### src/rtl/multicycle_ctrl_if.sv
// Control bundle between the multicycle sequencer (master) and the MIPS datapath/memory (slave).
// Carries IR fields, ALU zero, memory ready, every datapath control strobe and the status flags.
interface multicycle_ctrl_if;
    logic [5:0] OP;
    logic [5:0] funct;
    logic       Zero;
    logic       mem_ready;

    logic       PCWrite;
    logic       IRWrite;
    logic       IorD;
    logic       MemRead;
    logic       MemWrite;
    logic       RegWrite;
    logic [1:0] RegDst;
    logic [1:0] Mem2Reg;
    logic       ALUSrcA;
    logic [1:0] ALUSrcB;
    logic [1:0] ALUOp;
    logic [1:0] PCSource;
    logic [1:0] EXTOp;
    logic [2:0] state;
    logic       bus_err;
    logic       illegal;

    modport master (
        input  OP, funct, Zero, mem_ready,
        output PCWrite, IRWrite, IorD, MemRead, MemWrite, RegWrite, RegDst, Mem2Reg,
               ALUSrcA, ALUSrcB, ALUOp, PCSource, EXTOp, state, bus_err, illegal
    );

    modport slave (
        output OP, funct, Zero, mem_ready,
        input  PCWrite, IRWrite, IorD, MemRead, MemWrite, RegWrite, RegDst, Mem2Reg,
               ALUSrcA, ALUSrcB, ALUOp, PCSource, EXTOp, state, bus_err, illegal
    );
endinterface

### src/rtl/multicycle_ctrl.sv
// Multicycle MIPS sequencer (addu/subu/ori/lw/sw/beq/jal); CTRL_ILLEGAL_TRAP_EN halts on unknown opcodes.
// Latency: 3 cycles beq/jal, 4 R/ori/sw, 5 lw at zero wait; controls are combinational from state.
// Backpressure: FETCH/MEM hold the request until mem_ready; MEM_TIMEOUT idle cycles -> HALT with bus_err.
module multicycle_ctrl #(
    parameter int MEM_TIMEOUT = 16,
    parameter int CNT_W       = 5
) (
    input  logic              clk,
    input  logic              reset,
    multicycle_ctrl_if.master cif
);

    typedef enum logic [2:0] {
        FETCH  = 3'd0,
        DECODE = 3'd1,
        EXEC   = 3'd2,
        MEM    = 3'd3,
        WB     = 3'd4,
        HALT   = 3'd5
    } state_t;

    localparam logic [5:0] OP_RTYPE = 6'b000000;
    localparam logic [5:0] OP_ORI   = 6'b001101;
    localparam logic [5:0] OP_LW    = 6'b100011;
    localparam logic [5:0] OP_SW    = 6'b101011;
    localparam logic [5:0] OP_BEQ   = 6'b000100;
    localparam logic [5:0] OP_JAL   = 6'b000011;
    localparam logic [5:0] FN_SUBU  = 6'b100011;

    localparam logic [CNT_W-1:0] CNT_LAST = CNT_W'(MEM_TIMEOUT - 1);

    state_t           state_q, state_d;
    logic [CNT_W-1:0] cnt_q;
    logic             bus_err_q;
    logic             legal_op;
    logic             mem_wait;
    logic             mem_timeout;

    logic       pc_write, ir_write, iord, mem_read, mem_write, reg_write, alu_src_a;
    logic [1:0] reg_dst, mem2reg, alu_src_b, alu_op, pc_source, ext_op;

    always_comb begin
        case (cif.OP)
            OP_RTYPE, OP_ORI, OP_LW, OP_SW, OP_BEQ, OP_JAL: legal_op = 1'b1;
            default:                                         legal_op = 1'b0;
        endcase
    end

    // Only FETCH and MEM own the memory; ready seen in any other state is ignored.
    assign mem_wait    = ((state_q == FETCH) || (state_q == MEM)) && !cif.mem_ready;
    assign mem_timeout = mem_wait && (cnt_q == CNT_LAST);

    always_comb begin
        state_d   = state_q;
        pc_write  = 1'b0;
        ir_write  = 1'b0;
        iord      = 1'b0;
        mem_read  = 1'b0;
        mem_write = 1'b0;
        reg_write = 1'b0;
        alu_src_a = 1'b0;
        reg_dst   = 2'b00;
        mem2reg   = 2'b00;
        alu_src_b = 2'b00;
        alu_op    = 2'b00;
        pc_source = 2'b00;
        ext_op    = 2'b00;

        case (state_q)
            FETCH: begin
                mem_read  = 1'b1;
                alu_src_b = 2'b01;
                if (cif.mem_ready) begin
                    ir_write = 1'b1;
                    pc_write = 1'b1;
                    state_d  = DECODE;
                end else if (mem_timeout) begin
                    state_d = HALT;
                end
            end
            DECODE: begin
                // Speculatively form the branch target into ALUOut.
                alu_src_b = 2'b11;
                ext_op    = 2'b01;
`ifdef CTRL_ILLEGAL_TRAP_EN
                state_d   = legal_op ? EXEC : HALT;
`else
                state_d   = legal_op ? EXEC : FETCH;
`endif
            end
            EXEC: begin
                case (cif.OP)
                    OP_RTYPE: begin
                        alu_src_a = 1'b1;
                        alu_op    = (cif.funct == FN_SUBU) ? 2'b01 : 2'b00;
                        state_d   = WB;
                    end
                    OP_ORI: begin
                        alu_src_a = 1'b1;
                        alu_src_b = 2'b10;
                        alu_op    = 2'b10;
                        state_d   = WB;
                    end
                    OP_LW, OP_SW: begin
                        alu_src_a = 1'b1;
                        alu_src_b = 2'b10;
                        ext_op    = 2'b01;
                        state_d   = MEM;
                    end
                    OP_BEQ: begin
                        alu_src_a = 1'b1;
                        alu_op    = 2'b01;
                        pc_source = 2'b01;
                        pc_write  = cif.Zero;
                        state_d   = FETCH;
                    end
                    OP_JAL: begin
                        pc_source = 2'b10;
                        pc_write  = 1'b1;
                        reg_write = 1'b1;
                        reg_dst   = 2'b10;
                        mem2reg   = 2'b10;
                        state_d   = FETCH;
                    end
                    default: state_d = FETCH;
                endcase
            end
            MEM: begin
                iord = 1'b1;
                if (cif.OP == OP_LW) mem_read  = 1'b1;
                else                 mem_write = 1'b1;
                if (cif.mem_ready) begin
                    state_d = (cif.OP == OP_LW) ? WB : FETCH;
                end else if (mem_timeout) begin
                    state_d = HALT;
                end
            end
            WB: begin
                reg_write = 1'b1;
                case (cif.OP)
                    OP_RTYPE: reg_dst = 2'b01;
                    OP_LW:    mem2reg = 2'b01;
                    default:  reg_dst = 2'b00;
                endcase
                state_d = FETCH;
            end
            HALT:    state_d = HALT;
            default: state_d = FETCH;
        endcase
    end

    always_ff @(posedge clk or negedge reset) begin
        if (!reset) begin
            state_q   <= FETCH;
            cnt_q     <= '0;
            bus_err_q <= 1'b0;
        end else begin
            state_q <= state_d;
            if (state_d != state_q) cnt_q <= '0;
            else if (mem_wait)      cnt_q <= cnt_q + CNT_W'(1);
            if (mem_timeout) bus_err_q <= 1'b1;
        end
    end

`ifdef CTRL_ILLEGAL_TRAP_EN
    logic illegal_q;
    always_ff @(posedge clk or negedge reset) begin
        if (!reset)                                illegal_q <= 1'b0;
        else if (state_q == DECODE && !legal_op)   illegal_q <= 1'b1;
    end
    assign cif.illegal = illegal_q;
`else
    assign cif.illegal = 1'b0;
`endif

    // Gate strobes with reset so an abort mid-instruction drops every request immediately.
    assign cif.PCWrite  = reset & pc_write;
    assign cif.IRWrite  = reset & ir_write;
    assign cif.IorD     = reset & iord;
    assign cif.MemRead  = reset & mem_read;
    assign cif.MemWrite = reset & mem_write;
    assign cif.RegWrite = reset & reg_write;
    assign cif.ALUSrcA  = reset & alu_src_a;
    assign cif.RegDst   = {2{reset}} & reg_dst;
    assign cif.Mem2Reg  = {2{reset}} & mem2reg;
    assign cif.ALUSrcB  = {2{reset}} & alu_src_b;
    assign cif.ALUOp    = {2{reset}} & alu_op;
    assign cif.PCSource = {2{reset}} & pc_source;
    assign cif.EXTOp    = {2{reset}} & ext_op;
    assign cif.state    = state_q;
    assign cif.bus_err  = bus_err_q;

endmodule

### src/flat_wrapper.sv
// flat-port wrapper written by rule: the top's interface ports become plain ports
module multicycle_ctrl_flat 
#(
    parameter int MEM_TIMEOUT = 16,
    parameter int CNT_W       = 5
)
  (clk, reset, cif_OP, cif_funct, cif_Zero, cif_mem_ready, cif_PCWrite, cif_IRWrite, cif_IorD, cif_MemRead, cif_MemWrite, cif_RegWrite, cif_RegDst, cif_Mem2Reg, cif_ALUSrcA, cif_ALUSrcB, cif_ALUOp, cif_PCSource, cif_EXTOp, cif_state, cif_bus_err, cif_illegal);
  multicycle_ctrl_if cif_i ();
  input  logic clk;
  input  logic reset;
  input wire logic [$bits(cif_i.OP)-1:0] cif_OP;
  input wire logic [$bits(cif_i.funct)-1:0] cif_funct;
  input wire logic [$bits(cif_i.Zero)-1:0] cif_Zero;
  input wire logic [$bits(cif_i.mem_ready)-1:0] cif_mem_ready;
  output wire logic [$bits(cif_i.PCWrite)-1:0] cif_PCWrite;
  output wire logic [$bits(cif_i.IRWrite)-1:0] cif_IRWrite;
  output wire logic [$bits(cif_i.IorD)-1:0] cif_IorD;
  output wire logic [$bits(cif_i.MemRead)-1:0] cif_MemRead;
  output wire logic [$bits(cif_i.MemWrite)-1:0] cif_MemWrite;
  output wire logic [$bits(cif_i.RegWrite)-1:0] cif_RegWrite;
  output wire logic [$bits(cif_i.RegDst)-1:0] cif_RegDst;
  output wire logic [$bits(cif_i.Mem2Reg)-1:0] cif_Mem2Reg;
  output wire logic [$bits(cif_i.ALUSrcA)-1:0] cif_ALUSrcA;
  output wire logic [$bits(cif_i.ALUSrcB)-1:0] cif_ALUSrcB;
  output wire logic [$bits(cif_i.ALUOp)-1:0] cif_ALUOp;
  output wire logic [$bits(cif_i.PCSource)-1:0] cif_PCSource;
  output wire logic [$bits(cif_i.EXTOp)-1:0] cif_EXTOp;
  output wire logic [$bits(cif_i.state)-1:0] cif_state;
  output wire logic [$bits(cif_i.bus_err)-1:0] cif_bus_err;
  output wire logic [$bits(cif_i.illegal)-1:0] cif_illegal;
  assign cif_i.OP = cif_OP;
  assign cif_i.funct = cif_funct;
  assign cif_i.Zero = cif_Zero;
  assign cif_i.mem_ready = cif_mem_ready;
  assign cif_PCWrite = cif_i.PCWrite;
  assign cif_IRWrite = cif_i.IRWrite;
  assign cif_IorD = cif_i.IorD;
  assign cif_MemRead = cif_i.MemRead;
  assign cif_MemWrite = cif_i.MemWrite;
  assign cif_RegWrite = cif_i.RegWrite;
  assign cif_RegDst = cif_i.RegDst;
  assign cif_Mem2Reg = cif_i.Mem2Reg;
  assign cif_ALUSrcA = cif_i.ALUSrcA;
  assign cif_ALUSrcB = cif_i.ALUSrcB;
  assign cif_ALUOp = cif_i.ALUOp;
  assign cif_PCSource = cif_i.PCSource;
  assign cif_EXTOp = cif_i.EXTOp;
  assign cif_state = cif_i.state;
  assign cif_bus_err = cif_i.bus_err;
  assign cif_illegal = cif_i.illegal;
  multicycle_ctrl #(.MEM_TIMEOUT(MEM_TIMEOUT), .CNT_W(CNT_W)) u_core (.clk(clk), .reset(reset), .cif(cif_i));
endmodule
### config.mk
export PLATFORM = sky130hd
export DESIGN_NAME = multicycle_ctrl_flat
export DESIGN_NICKNAME = d
export VERILOG_FILES = /design/src/rtl/multicycle_ctrl_if.sv /design/src/rtl/multicycle_ctrl.sv /design/src/flat_wrapper.sv
export SDC_FILE = /design/constraint.sdc
export NUM_CORES = 1
export LEC_CHECK = 0
export CAP_MARGIN = 40
export CORE_MARGIN = 2
export CORE_UTILIZATION = 45
export DETAILED_ROUTE_END_ITERATION = 8
export DONT_BUFFER_PORTS = 1
export PLACE_DENSITY = 0.6
export RECOVER_POWER = 100
export SLEW_MARGIN = 10
export SYNTH_ARGS = -nofsm -noshare
export SYNTH_HDL_FRONTEND = slang
export SYNTH_SLANG_ARGS = --single-unit
### constraint.sdc
create_clock -name clk -period 2.2 [get_ports clk]
set_clock_uncertainty 0.05 [all_clocks]
set_input_delay 0.11 -clock clk [delete_from_list [all_inputs] [get_ports clk]]
set_output_delay 0.11 -clock clk [all_outputs]
set_load 0.03 [all_outputs]
After elaboration in Yosys (flattened, before gate mapping)
Index checks and enable logic that the tools add are counted.
Storage, ports and cells
  bits in registers: 9
  bits in latches: 0
  memory bits (writable): 0
  memory bits (read-only): 0
  bits of input ports: 16
  output and inout port bits: 24
  logic and storage cells: 79
  memories: 0
Operators by class
  add/sub/neg operators: 1
  multipliers: 0
  div/mod/pow operators: 0
  magnitude comparators: 0
  eq/ne operators: 13
  shifts and indexed selects: 0
  multiplexer cells: 37
  bitwise gates (word level): 13
  reductions and logical operators: 12
Operators with widths (number)
  $eq A6 B6 Y1 const B: 3
  $pmux W2 S2: 4
  $pmux W3 S5: 1
  $mux W1: 14
  $and A2 B2 Y2: 6
  $mux W3: 4
  $pmux W2 S3: 2
  $mux W2: 5
  $mux W5: 2
  $pmux W1 S2: 4
  $and A1 B1 Y1: 7
  $eq A3 B2 Y1 const B: 2
  $eq A3 B3 Y1 const B: 2
  $eq A6 B2 Y1 const B: 1
  $eq A6 B3 Y1 const B: 1
  $eq A6 B4 Y1 const B: 1
  $logic_not A6 Y1: 1
  $pmux W3 S2: 1
  $reduce_or A6 Y1: 1
  $add A5 B1 Y5 const B: 1
  $eq A5 B4 Y1 const B: 1
  $reduce_or A5 Y1: 1
  $reduce_or A2 Y1: 2
  $eq A3 B1 Y1 const B: 1
  7 further kinds: 8

Logic depth before layout (Yosys ltp)
  word-level depth: 9
  gate-level depth with buffers: 7
  mapped depth without buffers: 7

Least setup slack after synthesis
OpenSTA, ideal clock, no wires.
  path type: register to output
  from: reg u_core.state_q[0], in the netlist u_core.cif.state[0]
  to: out cif_RegWrite
  arrival time: 2.423 ns
  data required time: 2.040 ns
  slack: -0.383 ns
  stages on the path, launching flop included: 6
  path buffers: 1
  cells stage by stage: dfrtp_1 buf_4 nand4bb_1 nor4_1 inv_1 nand2_1
On the way
  longest elaborated chain between the ends: 3
  elaborated cells on any way between the ends: 4
  classes of those cells: eq/ne (2); mux (1); bitwise (1)
RTL lines
  start, declared: line multicycle_ctrl.sv:32  | state_t state_q, state_d;
  start signal, assigned: line multicycle_ctrl.sv:158  | state_q <= state_d;
  $eq A3 B3 Y1 / $eq A3 B2 Y1 (equally long branches): line multicycle_ctrl.sv:69  | case (state_q)
  $pmux W1 S2 *: line multicycle_ctrl.sv:69
  $and A1 B1 Y1 *: line multicycle_ctrl.sv:182  | assign cif.RegWrite = reset & reg_write;
  end, declared: line flat_wrapper.sv:20  | output wire logic [$bits(cif_i.RegWrite)-1:0] cif_RegWrite;
Mark *: on every way between the ends. The rest lies on a longest branch, timed or not.

Worst setup path after layout
  from: reg u_core.state_q[1], in the netlist u_core.cif.state[1]
  to: out cif_RegWrite
The elaborated chain is that of the path after synthesis.

==> impl_metrics.toml <==
[outcome]
status = "complete, no violations"

[global_route]
overflow = 0
grt_max_degree = 12
grt_pass1_wl_mm = 3.981
grt_pass1_vias = 866
gr-usage-all-layers = 0.2146
antenna_found_initial = 0

[floorplan]
start_util = 0.4658
die_h_um = 48.37
die_width_um = 48.37
rows = 16
io_pins = 40
die_area_mm2 = 0.002340
fp.coreArea_mm2 = 0.001902

[logic_synthesis]
ys_types = 45
yosysWarnings = 0
synthesis.area_um2 = 885.9
synth_seq_cells = 9
ys_seq_area_frac = 0.2542
ys.flop_type = "dfrtp_1"
avgSynthCellArea_um2 = 8.127
synthArstFlopShare = 1.000
syn_inst = 109
synth_edf_count = 0

[sta]
rsz0062_at_grt = "false"
maxSlewViolCount = 0
fin_crit_sh = 0.9011
hold_ws_ps = 55.87
finalHoldViolCount = 0
min_period_ps = 1982
fin_tns_setup_ps = 0
finalSetupViolations = 0
tightest_slew_ps = 624.6
max_freq_mhz = 504.4
setup_ws_ps = 217.6
relSlewSlack = 0.5804

[layout]
fill_cells = 206
area_growth_pct = 15.82
nets = 147
drive_gt1_frac = 0.1563
final_cells = 155
antennaDiodeCount = 0

[placement]
pre_cts_ws_ps = 273.8
globalplace.congestion = 0.8777
numPortBuffers = 0
dp_cells = 149
detailed_place_hpwl_mm = 1.856

[routing]
ant_nets = 0
wl_per_cell_um = 15.23
drt_iter0_drc = 5
vias_per_cell = 5.581
vias = 865
routed_wl_mm = 2.361
first_pass_iters = 4
drcViolationCount = 0

[clock_tree]
clock-root-buffer = "clkbuf_4"
clockBufferDepth = 2
clock_latency_ps = 250
numCtsBuffers = 3
clk_transition_reported_paths_ps = 60
cts_tree = "yes"
cts-resized-gates = 0
cts_sinks = 9
htree_levels = 1
cts_setup_buffers = 0

[power]
pwr_density_cell_mw_per_mm2 = 842.1
p_leak_nw = 0.4314
irDropWorstVdd_mv = 0.4196
power_mw = 0.8640

[worst_setup_path]
crit_path_start_kind = "register"
arrival_ps = 1820
r2r_slack_ps = 230
crit_type = "reg -> out"
end_kind = "primary output"
cp.required_ps = 2040
cp_max_fo = 10

[flow_run]
maxCapViolations = 0

[min_path]
hold_path_class = "in -> reg"
metrics by stage:
stage | utilization | cell area [um2]
5_1_grt | 0.5395 | 1026
2_1_floorplan | - | 898.4
3_5_place_dp | 0.5520 | 1050
4_1_cts | 0.5763 | 1096
6_report | 0.5395 | 1026
3_3_place_gp | 0.5520 | 1050
flip-flops by register name, summed over array words and instances, names as in the netlist:
name and cells:
u_core.cnt_q 5, u_core.cif.bus_err 1, u_core.cif.state 3
synthesized netlist by cell type, types with 2 or more instances:
cell,n,area share
nand2_1,3,0.013
dfrtp_1,9,0.25
and3_1,2,0.014
nand2b_1,2,0.014
nor3_1,13,0.073
nor2_1,7,0.030
clkbuf_1,2,0.0085
nor4_1,6,0.042
xnor2_1,3,0.030
a21o_1,2,0.017
o21ai_0,2,0.011
buf_4,4,0.034
nand3_1,4,0.023
ha_1,2,0.028
nor4b_1,2,0.020
a21oi_1,5,0.028
nor2b_1,2,0.014
nor3_2,2,0.023
inv_1,9,0.038
nand4bb_1,2,0.025
a31oi_1,2,0.014
worst paths after layout:
kind                       cells past startpoint           startpoint            endpoint
max                                            5  u_core.cif.state[1]        cif_RegWrite
min in group asynchronous                      1                reset     u_core.cnt_q[4]
max reg2reg                                    5  u_core.cif.state[0]     u_core.cnt_q[4]
min reg2reg                                    2      u_core.cnt_q[3]     u_core.cnt_q[3]
min                                            3        cif_mem_ready     u_core.cnt_q[3]
max in group asynchronous                      1                reset  u_core.cif.bus_err
worst max-delay path, cell delays in order (launching register included):
cell,delay (ps)
dfrtp_1,500
nand4bb_1,230
nor4_1,400
inv_1,70
nand2_1,70
dlymetal6s2s_1,280
report_power, final:
group | total (mW) | internal, mW | switching [mW]
Clock | 0.124 | 0.0697 | 0.0545
Combinational | 0.522 | 0.164 | 0.358
Sequential | 0.218 | 0.195 | 0.0229
routing by layer:
metal  wire length, um  vias up  global-route usage
li1                  -      434                   -
met1               901      394              0.2250
met2              1274       33              0.4213
met3               152        4             0.04938
met4                33        0             0.06190
met5                 0        -                   0
area by class of cell:
type	instances	area [um2]	area share
clock buffers	4	26.28	0.02561
inverters	9	33.78	0.03293
multi-input cells	84	571.8	0.5573
flip-flops and latches	9	225.2	0.2195
well taps	27	33.78	0.03293
repair buffers	22	135.1	0.1317
cells in the final DEF (no fill, tap or decap), drive strengths merged, types with 3 or more instances in the layout:
cell type | synthesis | final
a21oi | 5 | 5
dfrtp | 9 | 9
nand3 | 4 | 4
nand2 | 3 | 3
nor4 | 6 | 6
buf | 6 | 8
nor2 | 7 | 7
nor3 | 15 | 15
inv | 9 | 9
xnor2 | 3 | 3
clkbuf | 2 | 15
cell families after synthesis:
family | count (synthesis) | synth area share
other cells | 1 | 0.004233
compound gates | 21 | 0.1921
fa+ha+maj | 2 | 0.02824
mux | 2 | 0.02401
buf+inv | 17 | 0.09887
simple gates | 53 | 0.3588
flops | 9 | 0.2542
xor+xnor | 4 | 0.03956
repair_timing:
action	4_1_cts	5_1_grt
endpoints found under the setup margin	0	0
hold buffers	2	0
hold endpoints to repair	10	0
No activity file was read; power rests on OpenSTA's default activity.
